## src/rtl/mem_stage.sv

```systemverilog
// mem_stage: memory-access pipeline stage between EX and WB.
// Runs a req/ack data-RAM access for loads/stores, aligns load data.
//
// Ports:
//   clk, rst                  clock, synchronous active-high reset
//   result_in                 EX result / effective address
//   write_reg_en_in           EX register-write enable
//   write_reg_addr_in         EX destination register
//   mem_op                    memory-op code (NONE/LB/LBU/LH/LHU/LW/SB/SH/SW)
//   store_data                store value (rt)
//   stall_req                 combinational hold request to upstream
//   ram_en/we/sel/addr/wdata  registered data-RAM request
//   ram_rdata, ram_ack        RAM read data and completion pulse
//   result_out, write_reg_*   registered write-back triple toward WB
//   excp_adel, excp_ades      one-cycle misaligned load/store pulses
module mem_stage (
    input  logic        clk,
    input  logic        rst,
    input  logic [31:0] result_in,
    input  logic        write_reg_en_in,
    input  logic [4:0]  write_reg_addr_in,
    input  logic [3:0]  mem_op,
    input  logic [31:0] store_data,
    output logic        stall_req,
    output logic        ram_en,
    output logic        ram_we,
    output logic [3:0]  ram_sel,
    output logic [31:0] ram_addr,
    output logic [31:0] ram_wdata,
    input  logic [31:0] ram_rdata,
    input  logic        ram_ack,
    output logic [31:0] result_out,
    output logic        write_reg_en_out,
    output logic [4:0]  write_reg_addr_out,
    output logic        excp_adel,
    output logic        excp_ades
);

    localparam logic [3:0] OP_LB  = 4'd1;
    localparam logic [3:0] OP_LBU = 4'd2;
    localparam logic [3:0] OP_LH  = 4'd3;
    localparam logic [3:0] OP_LHU = 4'd4;
    localparam logic [3:0] OP_LW  = 4'd5;
    localparam logic [3:0] OP_SB  = 4'd8;
    localparam logic [3:0] OP_SH  = 4'd9;
    localparam logic [3:0] OP_SW  = 4'd10;

    typedef enum logic {IDLE, BUSY} state_t;

    state_t state, state_n;

    logic [1:0]  a;
    logic        is_load, is_store, misal;
    logic [3:0]  sel_c;
    logic [31:0] wdata_c, load_c;
    logic [7:0]  ld_byte;
    logic [15:0] ld_half;

    logic        ram_en_n, ram_we_n;
    logic [3:0]  ram_sel_n;
    logic [31:0] ram_addr_n, ram_wdata_n, result_n;
    logic        wen_n, adel_n, ades_n;
    logic [4:0]  waddr_n;

    assign a = result_in[1:0];

    // Decode op class, alignment, lane selects and load alignment.
    always_comb begin
        is_load  = 1'b0;
        is_store = 1'b0;
        misal    = 1'b0;
        sel_c    = 4'hF;
        wdata_c  = store_data;
        ld_byte  = ram_rdata[{a, 3'b000} +: 8];
        ld_half  = a[1] ? ram_rdata[31:16] : ram_rdata[15:0];
        load_c   = ram_rdata;
        unique case (mem_op)
            OP_LB: begin
                is_load = 1'b1;
                load_c  = {{24{ld_byte[7]}}, ld_byte};
            end
            OP_LBU: begin
                is_load = 1'b1;
                load_c  = {24'd0, ld_byte};
            end
            OP_LH: begin
                is_load = 1'b1;
                misal   = a[0];
                load_c  = {{16{ld_half[15]}}, ld_half};
            end
            OP_LHU: begin
                is_load = 1'b1;
                misal   = a[0];
                load_c  = {16'd0, ld_half};
            end
            OP_LW: begin
                is_load = 1'b1;
                misal   = (a != 2'd0);
            end
            OP_SB: begin
                is_store = 1'b1;
                sel_c    = 4'b0001 << a;
                wdata_c  = {4{store_data[7:0]}};
            end
            OP_SH: begin
                is_store = 1'b1;
                misal    = a[0];
                sel_c    = 4'b0011 << a;
                wdata_c  = {2{store_data[15:0]}};
            end
            OP_SW: begin
                is_store = 1'b1;
                misal    = (a != 2'd0);
            end
            default: ;
        endcase
    end

    // Next-state and next registered outputs; WB defaults to a bubble.
    always_comb begin
        state_n     = state;
        stall_req   = 1'b0;
        ram_en_n    = 1'b0;
        ram_we_n    = ram_we;
        ram_sel_n   = ram_sel;
        ram_addr_n  = ram_addr;
        ram_wdata_n = ram_wdata;
        result_n    = 32'd0;
        wen_n       = 1'b0;
        waddr_n     = 5'd0;
        adel_n      = 1'b0;
        ades_n      = 1'b0;
        unique case (state)
            IDLE: begin
                if ((is_load || is_store) && !misal) begin
                    stall_req   = 1'b1;
                    state_n     = BUSY;
                    ram_en_n    = 1'b1;
                    ram_we_n    = is_store;
                    ram_sel_n   = sel_c;
                    ram_addr_n  = {result_in[31:2], 2'b00};
                    ram_wdata_n = wdata_c;
                end else if (is_load || is_store) begin
                    adel_n = is_load;
                    ades_n = is_store;
                end else begin
                    result_n = result_in;
                    wen_n    = write_reg_en_in;
                    waddr_n  = write_reg_addr_in;
                end
            end
            BUSY: begin
                stall_req = !ram_ack;
                ram_en_n  = 1'b1;
                if (ram_ack) begin
                    state_n  = IDLE;
                    ram_en_n = 1'b0;
                    if (is_load) begin
                        result_n = load_c;
                        wen_n    = write_reg_en_in;
                        waddr_n  = write_reg_addr_in;
                    end
                end
            end
            default: state_n = IDLE;
        endcase
    end

    always_ff @(posedge clk) begin
        if (rst) begin
            state              <= IDLE;
            ram_en             <= 1'b0;
            ram_we             <= 1'b0;
            ram_sel            <= 4'd0;
            ram_addr           <= 32'd0;
            ram_wdata          <= 32'd0;
            result_out         <= 32'd0;
            write_reg_en_out   <= 1'b0;
            write_reg_addr_out <= 5'd0;
            excp_adel          <= 1'b0;
            excp_ades          <= 1'b0;
        end else begin
            state              <= state_n;
            ram_en             <= ram_en_n;
            ram_we             <= ram_we_n;
            ram_sel            <= ram_sel_n;
            ram_addr           <= ram_addr_n;
            ram_wdata          <= ram_wdata_n;
            result_out         <= result_n;
            write_reg_en_out   <= wen_n;
            write_reg_addr_out <= waddr_n;
            excp_adel          <= adel_n;
            excp_ades          <= ades_n;
        end
    end

endmodule

```

## config.mk

```make
export PLATFORM = sky130hd
export DESIGN_NAME = mem_stage
export DESIGN_NICKNAME = d
export VERILOG_FILES = /design/src/rtl/mem_stage.sv
export SDC_FILE = /design/constraint.sdc
export NUM_CORES = 1
export LEC_CHECK = 0
export CORE_MARGIN = 2
export CORE_UTILIZATION = 47
export CTS_CLUSTER_DIAMETER = 30
export DETAILED_ROUTE_END_ITERATION = 7
export GPL_TIMING_DRIVEN = 1
export HOLD_SLACK_MARGIN = 0.06
export PLACE_DENSITY = 0.85
export RECOVER_POWER = 100
export SYNTH_ARGS = -nofsm -noshare
export SYNTH_HDL_FRONTEND = slang
export SYNTH_SLANG_ARGS = --single-unit
```

## constraint.sdc

```tcl
create_clock -name clk -period 5 [get_ports clk]
set_clock_uncertainty 0.2 [all_clocks]
set_input_delay 0.75 -clock clk [delete_from_list [all_inputs] [get_ports clk]]
set_output_delay 0.75 -clock clk [all_outputs]
set_load 0.1 [all_outputs]
```

# == Yosys cells after proc, flatten, opt, wreduce, memory -nomap -nowiden ==
# Index checks and enable logic that the tools add are counted.
# totals
out_inout_bits,111
input_bits,109
register_bits,108
word_cells,60
# classes
muxes,26
n_bitwise,2
n_shift,3
n_reduce_logical,11
n_eq_ne,8
# op_table
op,count
$mux 32,4
$pmux 32 s2,2
$pmux 32 s4,1
$shiftx 32x6->8,1
$mux 5,4
$mux 16,1
$eq 4x4->1 const B,3
$pmux 5 s2,1
$eq 4x2->1 const B,2
$eq 4x3->1 const B,2
$mux 1,8
$pmux 1 s2,4
$pmux 4 s2,1
$reduce_or 3->1,2
$reduce_or 5->1,1
$eq 4x1->1 const B,1
$reduce_or 4->1,1
$shl 1x2->4 const A,1
$shl 2x2->4 const A,1
$logic_not 1->1,2
$not 1->1,2
$reduce_and 2->1,1
$reduce_bool 2->1,1
$reduce_or 2->1,1
2 further kinds,2

# == Longest topological paths before layout ==
# logic_depth
word_depth,7
ltp_mapped,8
depth_no_buf,4

# == Worst setup path after synthesis ==
# No wires, ideal clock.
# synth_path
kind,input port to output port
start,input mem_op[3]
end,output stall_req
arrival_time_ps,2452
t_required_ps,4050
slack_ps,1598
path_buffers,2
path_stages,6
path_cell_list,buf_2 -> or4_4 -> and4_4 -> o211ai_2 -> buf_4 -> nand2_1
# synth_between
elab_chain_len,7
word_cells_on_any_way,20
classes_between,eq/ne: 8; mux: 5; reduce/logical: 7
# synth_rtl
item,line_no,source
"start, declared",22,"input logic [3:0] mem_op,"
$eq 4x3->1 (tied with other cells),77,unique case (mem_op)
$reduce_or 3->1 (no line) (tied with other cells),--,
$pmux 1 s2 / $mux 1 (equally long branches),77,
$logic_not 1->1 / $logic_or 1x1->1 (equally long branches),135,if ((is_load || is_store) && !misal) begin
$logic_and 1x1->1 (*),135,
$mux 1 (*),135,
$pmux 1 s2 (*),133,unique case (state)
"end, declared",24,"output logic stall_req,"
# Every way passes the cells marked *; elsewhere a longest branch is shown, timed or not.

# == Worst setup path after layout ==
# layout_path
start,input mem_op[0]
end,output stall_req
# The elaborated chain is that of the path after synthesis.

==> reports/qor.csv <==
stage,metric,value,unit
power_and_ir_drop,power.density,339,nW/um2
detailed_routing,drt-wirelength-per-cell,18.2,um
global_route,gr-total-overflow,0,
cts,insertion_delay,0.35,ns
worst_setup_path,crit_family,buffers and inverters,
cells_and_area,regArea,2160,um2
worst_setup_path,critPathMaxFanout,18,
place,gp_congestion,0.909,
detailed_routing,dr.pass1.iters,6,
cells_and_area,fillCellCount,872,
floorplan,fp.dieH,113,um
detailed_routing,ant_nets,0,
cts,clk_pin_slew,0.07,ns
floorplan,start_util,0.486,
worst_setup_path,crit_arrival,3.37,ns
cts,clockBufferDepth,2,
worst_setup_path,crit_path_cell_trace,"dlygate4sd3_1, clkbuf_1, nand2_1, o22a_1, o211ai_1, nand2_1, buf_12",
place,dp.cells,908,
timing,tns,0,ns
logic_synthesis,ys_seq_area_frac,0.385,
global_route,grt_max_degree,140,
worst_setup_path,worst_setup_path_start_kind,primary input,
logic_synthesis,syn_area_per_cell,9.52,um2
cts,numCtsBuffers,9,
global_route,antenna_found_initial,1,
run_status,violations,capacitance limit,
cts,cts_htree_levels,3,
worst_setup_path,setup.worst_path.class,in -> out,
logic_synthesis,synth.top_cell.area_share,0.385,
logic_synthesis,ys_ff_latch,108,
worst_setup_path,regToRegStartpoint,state,
timing,drv_slew,0,
floorplan,die_x,113,um
worst_setup_path,critPathMaxStageDelay,0.97,ns
worst_setup_path,reg2reg_depth,4,
run_status,outcome,finished with violations,
logic_synthesis,ys.flop_type,dfxtp_1,
logic_synthesis,yosysWarnings,0,
timing,max_freq,231,MHz
min_path,hold_start,ram_wdata[4],
logic_synthesis,syn_inst,590,
worst_setup_path,reg2reg_slack,2.02,ns
worst_setup_path,crit_buf_inv,3,
place,place_hpwl,12300,um
global_route,grt_pass1_wl,26600,um
cts,clock_sinks,108,
min_path,hold_path.class,reg -> reg,
logic_synthesis,synth_enable_flop_cells,0,
cells_and_area,layoutNonFillerInstCount,925,
detailed_routing,totalWireLength,16800,um
power_and_ir_drop,peakVddDrop,205,uV
worst_setup_path,r2r_end,result_out[14],
cts,cts_post_setup_buffers_inserted,0,
cells_and_area,synthToLayoutAreaGrowth,43.8,%
logic_synthesis,yosys.area.top_type,dfxtp_1,
flow_run,drv_cap,1,
cells_and_area,design_area,8080,um2
logic_synthesis,async_flop_share,0,
worst_setup_path,cp-end-kind,primary output,
floorplan,die_area,12800,um2
cts,cts_tree,built,
timing,finalSetupViolCount,0,
min_path,whs_path_depth,2,
place,place_ws,1.16,ns
floorplan,num_rows,39,
cts,cts_hold_buf,0,
detailed_routing,drt-vias-per-instance,5.52,
detailed_routing,vias,5108,
worst_setup_path,cp_common_cell,nand2_1,
timing,max_slew.worst_pin.slew,1.50,ns
floorplan,core,11600,um2
logic_synthesis,yosysUniqueCellTypes,59,
min_path,min_to,ram_wdata[4],
logic_synthesis,netlist_area,5620,um2
timing,period_minus_slack,4.32,ns
timing,rsz0062_at_grt,false,
floorplan,io_pins,220,
place,placed_area,7800,um2
cts,ctsResizeCount,0,
timing,finalHoldViolCount,0,
detailed_routing,drcViolationCount,0,
place,io_buffer_count,217,
cells_and_area,drive_gt1_frac,0.0973,
cells_and_area,multiInputGateArea,3170,um2
timing,layout_setup_ws,0.677,ns
global_route,grt.total_usage,0.261,
global_route,grt_pass1_vias,5174,
worst_setup_path,required,4.05,ns
detailed_routing,dr.first_iter.drc_count,347,
power_and_ir_drop,leakage,3.32,nW
cts,root_buffer,clkbuf_16,
cells_and_area,nNetsFinal,885,
worst_setup_path,critPathSlowestCell,dlygate4sd3_1,
timing,post-route-period-util,0.865,
timing,slew_headroom,0.000472,
logic_synthesis,ys_top_cells_by_area,"dfxtp_1, mux2i_1, nand2b_1, mux2_2, nor2b_1",
==> worst max path at each step <==
stage / startpoint / endpoint / cells past startpoint
global route: mem_op[0] / stall_req / 7
CTS: mem_op[2] / stall_req / 6
detailed placement: mem_op[3] / ram_addr[25] / 6
finish: mem_op[0] / stall_req / 7
floorplan: mem_op[3] / stall_req / 6
global placement: mem_op[2] / stall_req / 6
==> tightest hold or removal path, cell delays in order, from the launching register on <==
cell      delay, ns
dfxtp_1        0.31
nand2b_1       0.06
mux2i_1        0.06
==> cell usage after synthesis (9+ instances only) <==
master / number
o41ai_1: 16
buf_2: 13
nand2_1: 23
clkbuf_1: 24
mux2i_1: 65
mux2_2: 42
a21oi_1: 16
nand2b_1: 84
nor2b_1: 31
buf_4: 9
dfxtp_1: 108
nor2_1: 47
==> layer usage <==
| metal | up-vias | wire, um | part of all wire | track usage |
|---|---|---|---|---|
| li1 | 2447 | - | - | - |
| met1 | 2392 | 6590 | 0.39 | 0.302 |
| met2 | 243 | 8250 | 0.49 | 0.454 |
| met3 | 26 | 1610 | 0.096 | 0.0852 |
| met4 | 0 | 339 | 0.020 | 0.0902 |
| met5 | - | 0 | 0 | 0 |
==> cells by family (layout without fill, tap and decap cells) <==
family          Yosys count  count (layout)  synth area share
simple gates            216             216             0.215
mux                     111             111             0.210
flops                   108             108             0.385
compound gates           97              97             0.137
buf+inv                  56             246            0.0517
other cells               1               3          0.000668
xor+xnor                  1               1           0.00156
==> placed cells by master (no fill, tap or decap), types with 16 or more instances in the layout <==
cell type | Yosys | final
nor2_1 | 47 | 47
mux2i_1 | 65 | 65
clkdlybuf4s50_1 | 0 | 105
nor2b_1 | 31 | 31
dfxtp_1 | 108 | 108
o41ai_1 | 16 | 16
mux2_2 | 42 | 42
nand2b_1 | 84 | 84
nand2_1 | 23 | 23
dlygate4sd3_1 | 0 | 110
a21oi_1 | 16 | 17
==> report_power, final <==
part	internal, mW	switching, mW
combinational	0.304	0.743
sequential	0.930	0.0294
clock	0.393	0.340
==> final cells by class <==
class                   count  area share
multi-input cells         427       0.392
repair buffers            225       0.278
flip-flops and latches    108       0.268
clock buffers              10      0.0284
well taps                 143      0.0222
clock inverters             6     0.00883
inverters                   5     0.00232
diodes                      1    0.000310
==> sequential cells by signal (all words and copies together), names as in the netlist <==
| signal | cells |
|---|---|
| ram_addr | 30 |
| ram_we | 1 |
| excp_ades | 1 |
| write_reg_en_out | 1 |
| write_reg_addr_out | 5 |
| ram_wdata | 32 |
| state | 1 |
| excp_adel | 1 |
| result_out | 32 |
| ram_sel | 4 |
==> metrics by stage <==
step	total power [mW]	hold slack, ns	util
detailed placement	2.06	0.268	0.674
CTS	2.79	0.281	0.700
finish	2.74	0.274	0.698
global route	2.83	0.289	0.698
global placement	2.04	0.259	0.674
floorplan	1.76	0.653	-
Power figures use the tool's default switching activity.
